$ cat src/rtl/mem_port_sched.sv
// Shares one single-port memory between fetch (I) and memory stage (D).
// One transaction in flight; D has priority, bounded by a fetch-starvation streak.
module mem_port_sched #(
   parameter int XLEN         = 32,
   parameter int ADDR_W       = 32,
   parameter int MAX_D_STREAK = 4,
   parameter int TIMEOUT      = 64
) (
   input  logic              clk,
   input  logic              reset,
   input  logic              i_req,
   input  logic [ADDR_W-1:0] i_addr,
   output logic              i_gnt,
   output logic              i_rvalid,
   output logic [XLEN-1:0]   i_rdata,
   output logic              i_stall,
   input  logic              d_req,
   input  logic              d_we,
   input  logic [ADDR_W-1:0] d_addr,
   input  logic [XLEN-1:0]   d_wdata,
   output logic              d_gnt,
   output logic              d_rvalid,
   output logic [XLEN-1:0]   d_rdata,
   output logic              d_stall,
   output logic              mem_req,
   output logic              mem_we,
   output logic [ADDR_W-1:0] mem_addr,
   output logic [XLEN-1:0]   mem_wdata,
   input  logic [XLEN-1:0]   mem_rdata,
   input  logic              mem_rvalid,
   output logic              err
);

   localparam int WD_W = (TIMEOUT > 2) ? $clog2(TIMEOUT) : 1;
   localparam logic [WD_W-1:0] LP_WD_LAST = WD_W'(TIMEOUT - 1);
   localparam logic [3:0]      LP_MAXS    = 4'(MAX_D_STREAK);

   typedef enum logic [1:0] {
      S_IDLE,
      S_ISSUE,
      S_WAIT
   } state_t;

   state_t            r_state;
   state_t            w_state_nxt;
   logic [3:0]        r_streak;
   logic [WD_W-1:0]   r_wdog;
   logic              r_owner_d;
   logic [ADDR_W-1:0] r_addr;
   logic              r_we;
   logic [XLEN-1:0]   r_wdata;

   logic w_d_win;
   logic w_i_win;
   logic w_grant;
   logic w_done;
   logic w_abort;
   logic w_run;

   // D is older in the pipe, so it wins unless fetch has waited out its streak
   assign w_d_win = d_req & ~(i_req & (r_streak == LP_MAXS));
   assign w_i_win = i_req & ~w_d_win;
   assign w_run   = ~reset;

   always_comb begin
      w_state_nxt = r_state;
      w_grant     = 1'b0;
      w_done      = 1'b0;
      w_abort     = 1'b0;
      unique case (r_state)
         S_IDLE: begin
            if (w_d_win | w_i_win) begin
               w_grant     = 1'b1;
               w_state_nxt = S_ISSUE;
            end
         end
         S_ISSUE: begin
            w_state_nxt = S_WAIT;
         end
         S_WAIT: begin
            if (mem_rvalid) begin
               w_done      = 1'b1;
               w_state_nxt = S_IDLE;
            end else if (r_wdog == LP_WD_LAST) begin
               w_done      = 1'b1;
               w_abort     = 1'b1;
               w_state_nxt = S_IDLE;
            end
         end
         default: begin
            w_state_nxt = S_IDLE;
         end
      endcase
   end

   always_ff @(posedge clk or posedge reset) begin
      if (reset) begin
         r_state   <= S_IDLE;
         r_streak  <= '0;
         r_wdog    <= '0;
         r_owner_d <= 1'b1;
         r_addr    <= '0;
         r_we      <= 1'b0;
         r_wdata   <= '0;
      end else begin
         r_state <= w_state_nxt;
         if (w_grant) begin
            r_owner_d <= w_d_win;
            r_addr    <= w_d_win ? d_addr : i_addr;
            r_we      <= w_d_win & d_we;
            r_wdata   <= w_d_win ? d_wdata : '0;
            if (w_d_win && i_req) begin
               r_streak <= r_streak + 4'd1;
            end else begin
               r_streak <= '0;
            end
         end
         if (r_state == S_ISSUE) begin
            r_wdog <= '0;
         end else if (r_state == S_WAIT && !w_done) begin
            r_wdog <= r_wdog + 1'b1;
         end
      end
   end

   assign i_gnt     = w_run & w_grant & w_i_win;
   assign d_gnt     = w_run & w_grant & w_d_win;
   assign i_rvalid  = w_done & ~r_owner_d;
   assign d_rvalid  = w_done & r_owner_d;
   assign i_rdata   = (i_rvalid & ~w_abort) ? mem_rdata : '0;
   assign d_rdata   = (d_rvalid & ~w_abort) ? mem_rdata : '0;
   assign err       = w_abort;
   assign i_stall   = w_run & i_req & ~i_rvalid;
   assign d_stall   = w_run & d_req & ~d_rvalid;
   assign mem_req   = (r_state == S_ISSUE);
   assign mem_we    = r_we;
   assign mem_addr  = r_addr;
   assign mem_wdata = r_wdata;

endmodule

$ cat config.mk
export PLATFORM = sky130hd
export DESIGN_NAME = mem_port_sched
export DESIGN_NICKNAME = d
export VERILOG_FILES = /design/src/rtl/mem_port_sched.sv
export SDC_FILE = /design/constraint.sdc
export NUM_CORES = 1
export LEC_CHECK = 0
export ABC_AREA = 1
export BUFFER_PORTS_ARGS = -buffer_cell sky130_fd_sc_hd__buf_2
export CAP_MARGIN = 20
export CORE_AREA = 2 2 106 108
export CTS_CLUSTER_SIZE = 24
export DETAILED_ROUTE_END_ITERATION = 10
export DIE_AREA = 0 0 108 110
export PLACE_DENSITY = 0.75
export SLEW_MARGIN = 30
export SYNTH_ARGS = -nofsm -noshare
export SYNTH_HDL_FRONTEND = slang
export SYNTH_SLANG_ARGS = --single-unit
$ cat constraint.sdc
create_clock -name clk -period 5.7 [get_ports clk]
set_input_delay 0.855 -clock clk [delete_from_list [all_inputs] [get_ports clk]]
set_output_delay 0.855 -clock clk [all_outputs]
set_load 0.005 [all_outputs]
==> summary.md, run 1 <==
| Metric | Value |
|---|---|
| Synth area leaders | dfrtp_1, nand2_1, nand3_1 |
| Worst slew pin tran | 0.792 ns |
| Top cell by count, worst path | buf_2 |
| DP HPWL | 10.1 mm |
| Highest-delay cell along the critical path | nor2_8 |
| Post-synth EDFFs | 0 |
| Fin util | 54.5% |
| Buffers & Inverters on Critical Path | 5 |
| Hold Path Origin | mem_addr[20] |
| Clock Tree Buf Depth | 2 |
| Vias in the first global route | 4,161 |
| Sw frac | 38.2% |
| Synth unique cells | 28 |
| Main synth FF type | dfrtp_1 |
| Gate power share | 40.4% |
| Reg area | 0.00195 sq mm |
| Cts-stage hold buffer count | 0 |
| Slowest stage delay, CP | 0.56 ns |
| Seq pwr share | 39.6% |
| Num Clock Sinks | just under 80 |
| First-pass GRT wire length | 20.0 mm |
| Post-DP Area | 0.00558 sq mm |
| R2r startpoint | r_streak[0] |
| Design Area, Final | approximately 0.0058 sq mm |
| Yosys reg bits | 78 |
| Pwr Density | around 420 mW/mm^2 |
| Per-cell routed wire length | 13.2 um |
| Setup-failing EPs final | 0 |
| DR pass1 iterations | 4 |
| DRC | 0 |
| Crit-path leading delay family | simple AND/OR/NAND/NOR gates |
| Slack of the critical path | approximately 2.0 ns |
| GPL Wtd Cong | ~0.85 |
| H-tree depth | 3 |
| IO Port Bufs | 270 |
| Vias | 4,539 |
| Synth warnings | 0 |
| Initial antenna violation count | 5 |
| Max-Cap Viols | 0 |
| Hold Vio Cnt, Final | 0 |
| Critical path cell sequence | buf_2 -> buf_4 -> inv_2 -> nand2_1 -> nand2_4 -> nor2_8 -> inv_1 -> nor2_1 -> buf_2 |
| Share of post-route cells with drive strength above 1 | 35.4% |
| Synthesized net count | 735 |
| Core Rows | 38 |
| Setup WS pre-CTS | slightly below 2 ns |
| Synth top area share | 45.9% |
| Pleak | around 3.8 nW |
| Hold slack | about 0.47 ns |
| Synth area leader | dfrtp_1 |
| Clock skew | approximately 0.017 ns |
| CTS tree | done |
| Worst path arrival time | ~2.8 ns |
| Post-cts repair resize count | 0 |
| CTS Buf Count | 9 |
| Fillers | roughly 1,100 |
| Post-synthesis cell area | 0.00420 sq mm |
| Max-slew violation count | 0 |
| Critical path launch point type | primary input |
| VDD IR max | between 200 and 250 uV |
| Worst skew pair latency | roughly 0.35 ns |
| Unrepaired setup endpoints after global routing | no |
| Die Footprint | 0.0119 sq mm |
| Die W | 108 um |
| Sequential fraction of the synthesis area | between 40% and 50% |
| Dpl cells | 980 |
| Setup Buffers After CTS | 0 |
| Core area | 0.0107 sq mm |
| DR iter-0 viols | 254 |
| Area grow syn2layout | 39.0% |
| Clock transition at path regs | 0.08 ns |
| Maximum clock frequency | around 270 MHz |
| Part of the cycle the worst path needs | 64.4% |
| Crit path capture type | output pin |
| Hold Path Class | reg2reg |
| Multi-input logic area | 0.00173 sq mm |
| Most frequent cells in the layout | buf_2, nand2_1, inv_1, nand3_1 |
| Int Pwr | 1.52 mW |
| Final non-filler cell total | 1,001 |
| Commonest non-fill, non-tap cell in the layout | buf_2 |
| Starting Density | 39.3% |
| Net Sw Power | around 0.94 mW |
| Critical Path RT | just under 5 ns |
| Clock power frac | 20.0% |
| Crit path max fanout | 71 |
| Layout Nets | 988 |
| Routed WL | about 13 mm |
| Syn avg cell area | 7.02 sq um |
| Io pins | 271 |
| Gr usage total | 21.7% |
| Worst Setup Path Type | in2out |
| FFs w/ async S/R, synth | 100% |
| CP startpoint | d_req |
| Post-Syn Instances | 598 |
| Min Tclk post-route | ~3.7 ns |
| Largest net degree at the start of global routing | 72 |
| Drt via density | 4.53 |
| Clock tree root driver cell | clkbuf_8 |
| Final TNS setup | 0 ns |
| Worst slew margin | 47.2% |
| Outcome | finished, final reports clean |
| GRT Residual Overflow | 0 |
| Final ANT Viol Nets | 0 |
| Tot Pwr | 2.46 mW |
| Die Y | 110 um |
path summary, 6_finish.rpt:
| kind | end | slack (ns) | depth (start not counted) |
|---|---|---|---|
| max in group asynchronous | mem_wdata[4] | 4.12 | 3 |
| min reg2reg | mem_addr[20] | 0.47 | 2 |
| min in group asynchronous | mem_wdata[26] | 0.60 | 2 |
| max reg2reg | r_owner_d | 3.32 | 9 |
| min | mem_addr[20] | 0.47 | 2 |
| max | d_gnt | 2.03 | 9 |
registers in the layout, indices dropped and copies added, names as in the netlist:
name / flops
mem_addr: 32
mem_wdata: 32
mem_we: 1
r_owner_d: 1
r_state: 2
r_streak: 4
r_wdog: 6
kinds of logic after synthesis:
logic type | count (synthesis) | synth area share (%)
compound gates | 5 | 0.745
xor+xnor | 4 | 0.834
fa+ha+maj | 3 | 0.894
buf+inv | 126 | 12.6
flops | 78 | 46.5
simple gates | 382 | 38.4
cells in the mapped netlist (2+ instances only):
cell        n
buf_1       3
inv_1      91
nor2_1     77
nor2_2      3
nand4_1    12
nand2_4     2
buf_2      11
xnor2_1     2
nand3_1    81
buf_4       9
clkbuf_1    6
dfrtp_1    77
inv_2       4
xor2_1      2
ha_1        3
nand2_1   203
tightest hold or removal path: stages (launching register included):
cell     delay (ns)
dfrtp_1        0.34
nand2_1        0.05
nand2_1        0.05
metal layers:
layer / wire [um] / track usage [%] / up-vias
li1: - / - / 2305
met2: 7130 / 39.2 / 169
met3: 768 / 3.29 / 17
met1: 4960 / 24.4 / 2048
met5: 0 / 0 / -
met4: 344 / 12.6 / 0
power groups by stage:
stage | Clock [mW] | Sequential [mW] | Combinational (mW)
floorplan | 0 | 0.985 | 0.566
global placement | 0 | 0.979 | 0.982
detailed placement | 0 | 0.977 | 1.01
CTS | 0.507 | 0.974 | 1.01
global route | 0.530 | 1.00 | 1.14
finish | 0.492 | 0.973 | 0.991
area by class of cell:
| cell class | count | area share [%] |
|---|---|---|
| clock buffers | 11 | 2.25 |
| flip-flops and latches | 78 | 33.5 |
| well taps | 140 | 3.00 |
| repair buffers | 272 | 23.4 |
| clock inverters | 5 | 1.84 |
| diodes | 5 | 0.214 |
| inverters | 96 | 6.24 |
| multi-input cells | 394 | 29.6 |
Power figures use the tool's default switching activity.
==> run 2: changes to the inputs <==
Settings changed: ABC_AREA 1 to 0, PLACE_DENSITY 0.75 to 0.72.
Clock period 5.7 ns to 3.9 ns, I/O delays scaled along.
==> summary.md, run 2 <==
| Metric | Value |
|---|---|
| Max-slew violation count | 0 |
| Clock Tree Buf Depth | 2 |
| Buffers & Inverters on Critical Path | 1 |
| Max-Cap Viols | 0 |
| Die Footprint | 0.0119 sq mm |
| Core area | 0.0107 sq mm |
| Main synth FF type | dfrtp_1 |
| GRT Residual Overflow | 0 |
| Unrepaired setup endpoints after global routing | no |
| Post-Syn Instances | ~350 |
| Num Clock Sinks | 78 |
| Critical path launch point type | register |
| Layout Nets | approximately 740 |
| Int Pwr | around 2.3 mW |
| Clock tree root driver cell | clkbuf_8 |
| Synth area leaders | dfrtp_1, and2_1, a22o_1 |
| Synth area leader | dfrtp_1 |
| Final TNS setup | 0 ns |
| Post-cts repair resize count | 0 |
| Critical path cell sequence | nor2b_1 -> and3_1 -> and2_1 -> buf_2 |
| Post-synthesis cell area | just under 0.004 sq mm |
| Worst path arrival time | 2.23 ns |
| FFs w/ async S/R, synth | 100% |
| Fin util | roughly half |
| Gate power share | a little under half |
| DR pass1 iterations | 4 |
| Top-count cell post-synth | dfrtp_1 |
| Synthesized net count | 482 |
| DR iter-0 viols | 190 |
| Maximum clock frequency | 355 MHz |
| H-tree depth | 3 |
| Hold Vio Cnt, Final | 0 |
| DRC | 0 |
| Vias | 3,796 |
| VDD IR max | between 200 and 300 uV |
| Per-cell routed wire length | ~16 um |
| Syn avg cell area | 11.2 sq um |
| Fillers | around 980 |
| Synth warnings | 0 |
| Io pins | 271 |
| Largest net degree at the start of global routing | 79 |
| Crit path max fanout | 32 |
| Synth unique cells | 43 |
| Critical Path RT | about 3.3 ns |
| Min Tclk post-route | 2.82 ns |
| Post-DP Area | 0.00531 sq mm |
| Die W | 108 um |
| Worst skew pair latency | 0.35 ns |
| Net Sw Power | between 1 and 1.5 mW |
| Starting Density | 36.0% |
| CTS tree | done |
| Core Rows | 38 |
| Worst slew pin tran | between 0.8 and 0.9 ns |
| Pwr Density | 658 mW/mm^2 |
| Vias in the first global route | 3,566 |
| Part of the cycle the worst path needs | 72.3% |
| Worst slew margin | 43.6% |
| Synth top cells by count | dfrtp_1, and2_1, a22o_1 |
| Pleak | 3.03 nW |
| Worst Setup Path Type | reg2out |
| Initial antenna violation count | 2 |
| Clock transition at path regs | 0.08 ns |
| Die Y | 110 um |
| Highest-delay cell along the critical path | and3_1 |
| Most frequent cells in the layout | buf_2, dfrtp_1, and2_1, a22o_1 |
| Routed WL | 12.2 mm |
| CTS Buf Count | 9 |
| IO Port Bufs | 270 |
| Setup Buffers After CTS | 0 |
| Share of post-route cells with drive strength above 1 | 52.3% |
| Slowest stage delay, CP | 0.76 ns |
| Area grow syn2layout | 42.7% |
| Final ANT Viol Nets | 0 |
| Clock skew | 0.0114 ns |
| Yosys reg bits | 78 |
| Sw frac | 36.2% |
| Drt via density | 5.07 |
| Seq pwr share | approximately two fifths |
| Gr usage total | 19.6% |
| Post-synth EDFFs | 0 |
| First-pass GRT wire length | 18.2 mm |
| Crit path capture type | output pin |
| Crit-path leading delay family | simple AND/OR/NAND/NOR gates |
| Setup-failing EPs final | 0 |
| DP HPWL | 9.23 mm |
| GPL Wtd Cong | 0.784 |
| Commonest non-fill, non-tap cell in the layout | buf_2 |
| Design Area, Final | 0.00550 sq mm |
| Sequential fraction of the synthesis area | between 50 and 60% |
| Outcome | finished, final reports clean |
| Clock power frac | 15.0% |
| Hold Path Class | in2async |
| Synth top area share | 50.0% |
| Cts-stage hold buffer count | 0 |
==> run 2: cell count changes in the layout (fill, tap and decap cells not counted), sizes merged, moves of 12 or more <==
cell,previous run,this run
nand4,12,0
inv,95,7
a21o,0,21
nor2,81,4
o221a,0,21
a22o,0,33
and2,0,64
nand3,81,6
nand2,206,11
==> run 2: final timing paths <==
check	from	end	slack [ns]	depth (start not counted)
max in group asynchronous	reset	mem_wdata[29]	2.96	3
worst min register to register	mem_wdata[3]	mem_wdata[3]	0.50	1
worst min-delay path	reset	mem_addr[13]	0.45	3
worst max register to register	r_state[0]	mem_wdata[16]	1.45	4
min in group clk	d_wdata[12]	mem_wdata[12]	0.45	2
worst max-delay path	r_state[0]	i_rdata[5]	1.08	4
==> run 2: layer usage <==
metal / up-vias / part of all wire [%] / global-route usage (%)
met1: 1811 / 42 / 26.0
met4: 2 / 1.3 / 7.33
met5: - / 0.11 / 0
li1: 1798 / - / -
met2: 168 / 51 / 31.7
met3: 17 / 5.8 / 3.94
==> run 2: per-stage QoR <==
stage / setup slack, ns / cells / hold slack [ns] / total power [mW]
floorplan: 0.673 / 345 / 0.489 / 2.38
global placement: 1.28 / 734 / 0.484 / 3.03
detailed placement: 1.26 / 734 / 0.485 / 3.09
CTS: 0.893 / 748 / 0.427 / 3.64
global route: 0.899 / 749 / 0.426 / 3.88
finish: 1.08 / 749 / 0.447 / 3.62
==> run 2: kinds of logic after synthesis <==
logic type	after synthesis	synth area share (%)
AO/OA/AOI/OAI	118	26.6
AND/OR/NAND/NOR	108	17.1
multiplexers	3	0.780
buffers and inverters	35	3.83
flip-flops	78	50.7
adder cells (fa/ha/maj)	3	0.975
==> run 2: power groups by stage <==
stage          logic (mW)  registers, mW  clock network, mW
2_1_floorplan       0.936           1.44                  0
3_3_place_gp         1.60           1.43                  0
3_5_place_dp         1.66           1.43                  0
4_1_cts              1.65           1.44              0.560
5_1_grt              1.80           1.49              0.601
6_report             1.64           1.44              0.545
==> run 2: worst register-to-register path: cells and delay by family (launching register included) <==
kind / cells / cell delay, ns
AOI/OAI and AO/OA: 1 / 0.42
buffers and inverters: 1 / 0.37
DFF: 1 / 0.44
and+or+nand+nor: 2 / 1.11
==> run 2: layout make-up <==
cell class / instances / area (sq um) / share of cell area, %
multi-input combinational: 232 / 1760 / 32.1
antenna: 1 / 2.50 / 0.0455
tap: 140 / 175 / 3.19
clock inverter: 3 / 21.3 / 0.387
inverter: 8 / 31.3 / 0.569
sequential: 78 / 1950 / 35.5
timing repair buffer: 276 / 1400 / 25.5
clock buffer: 11 / 151 / 2.75
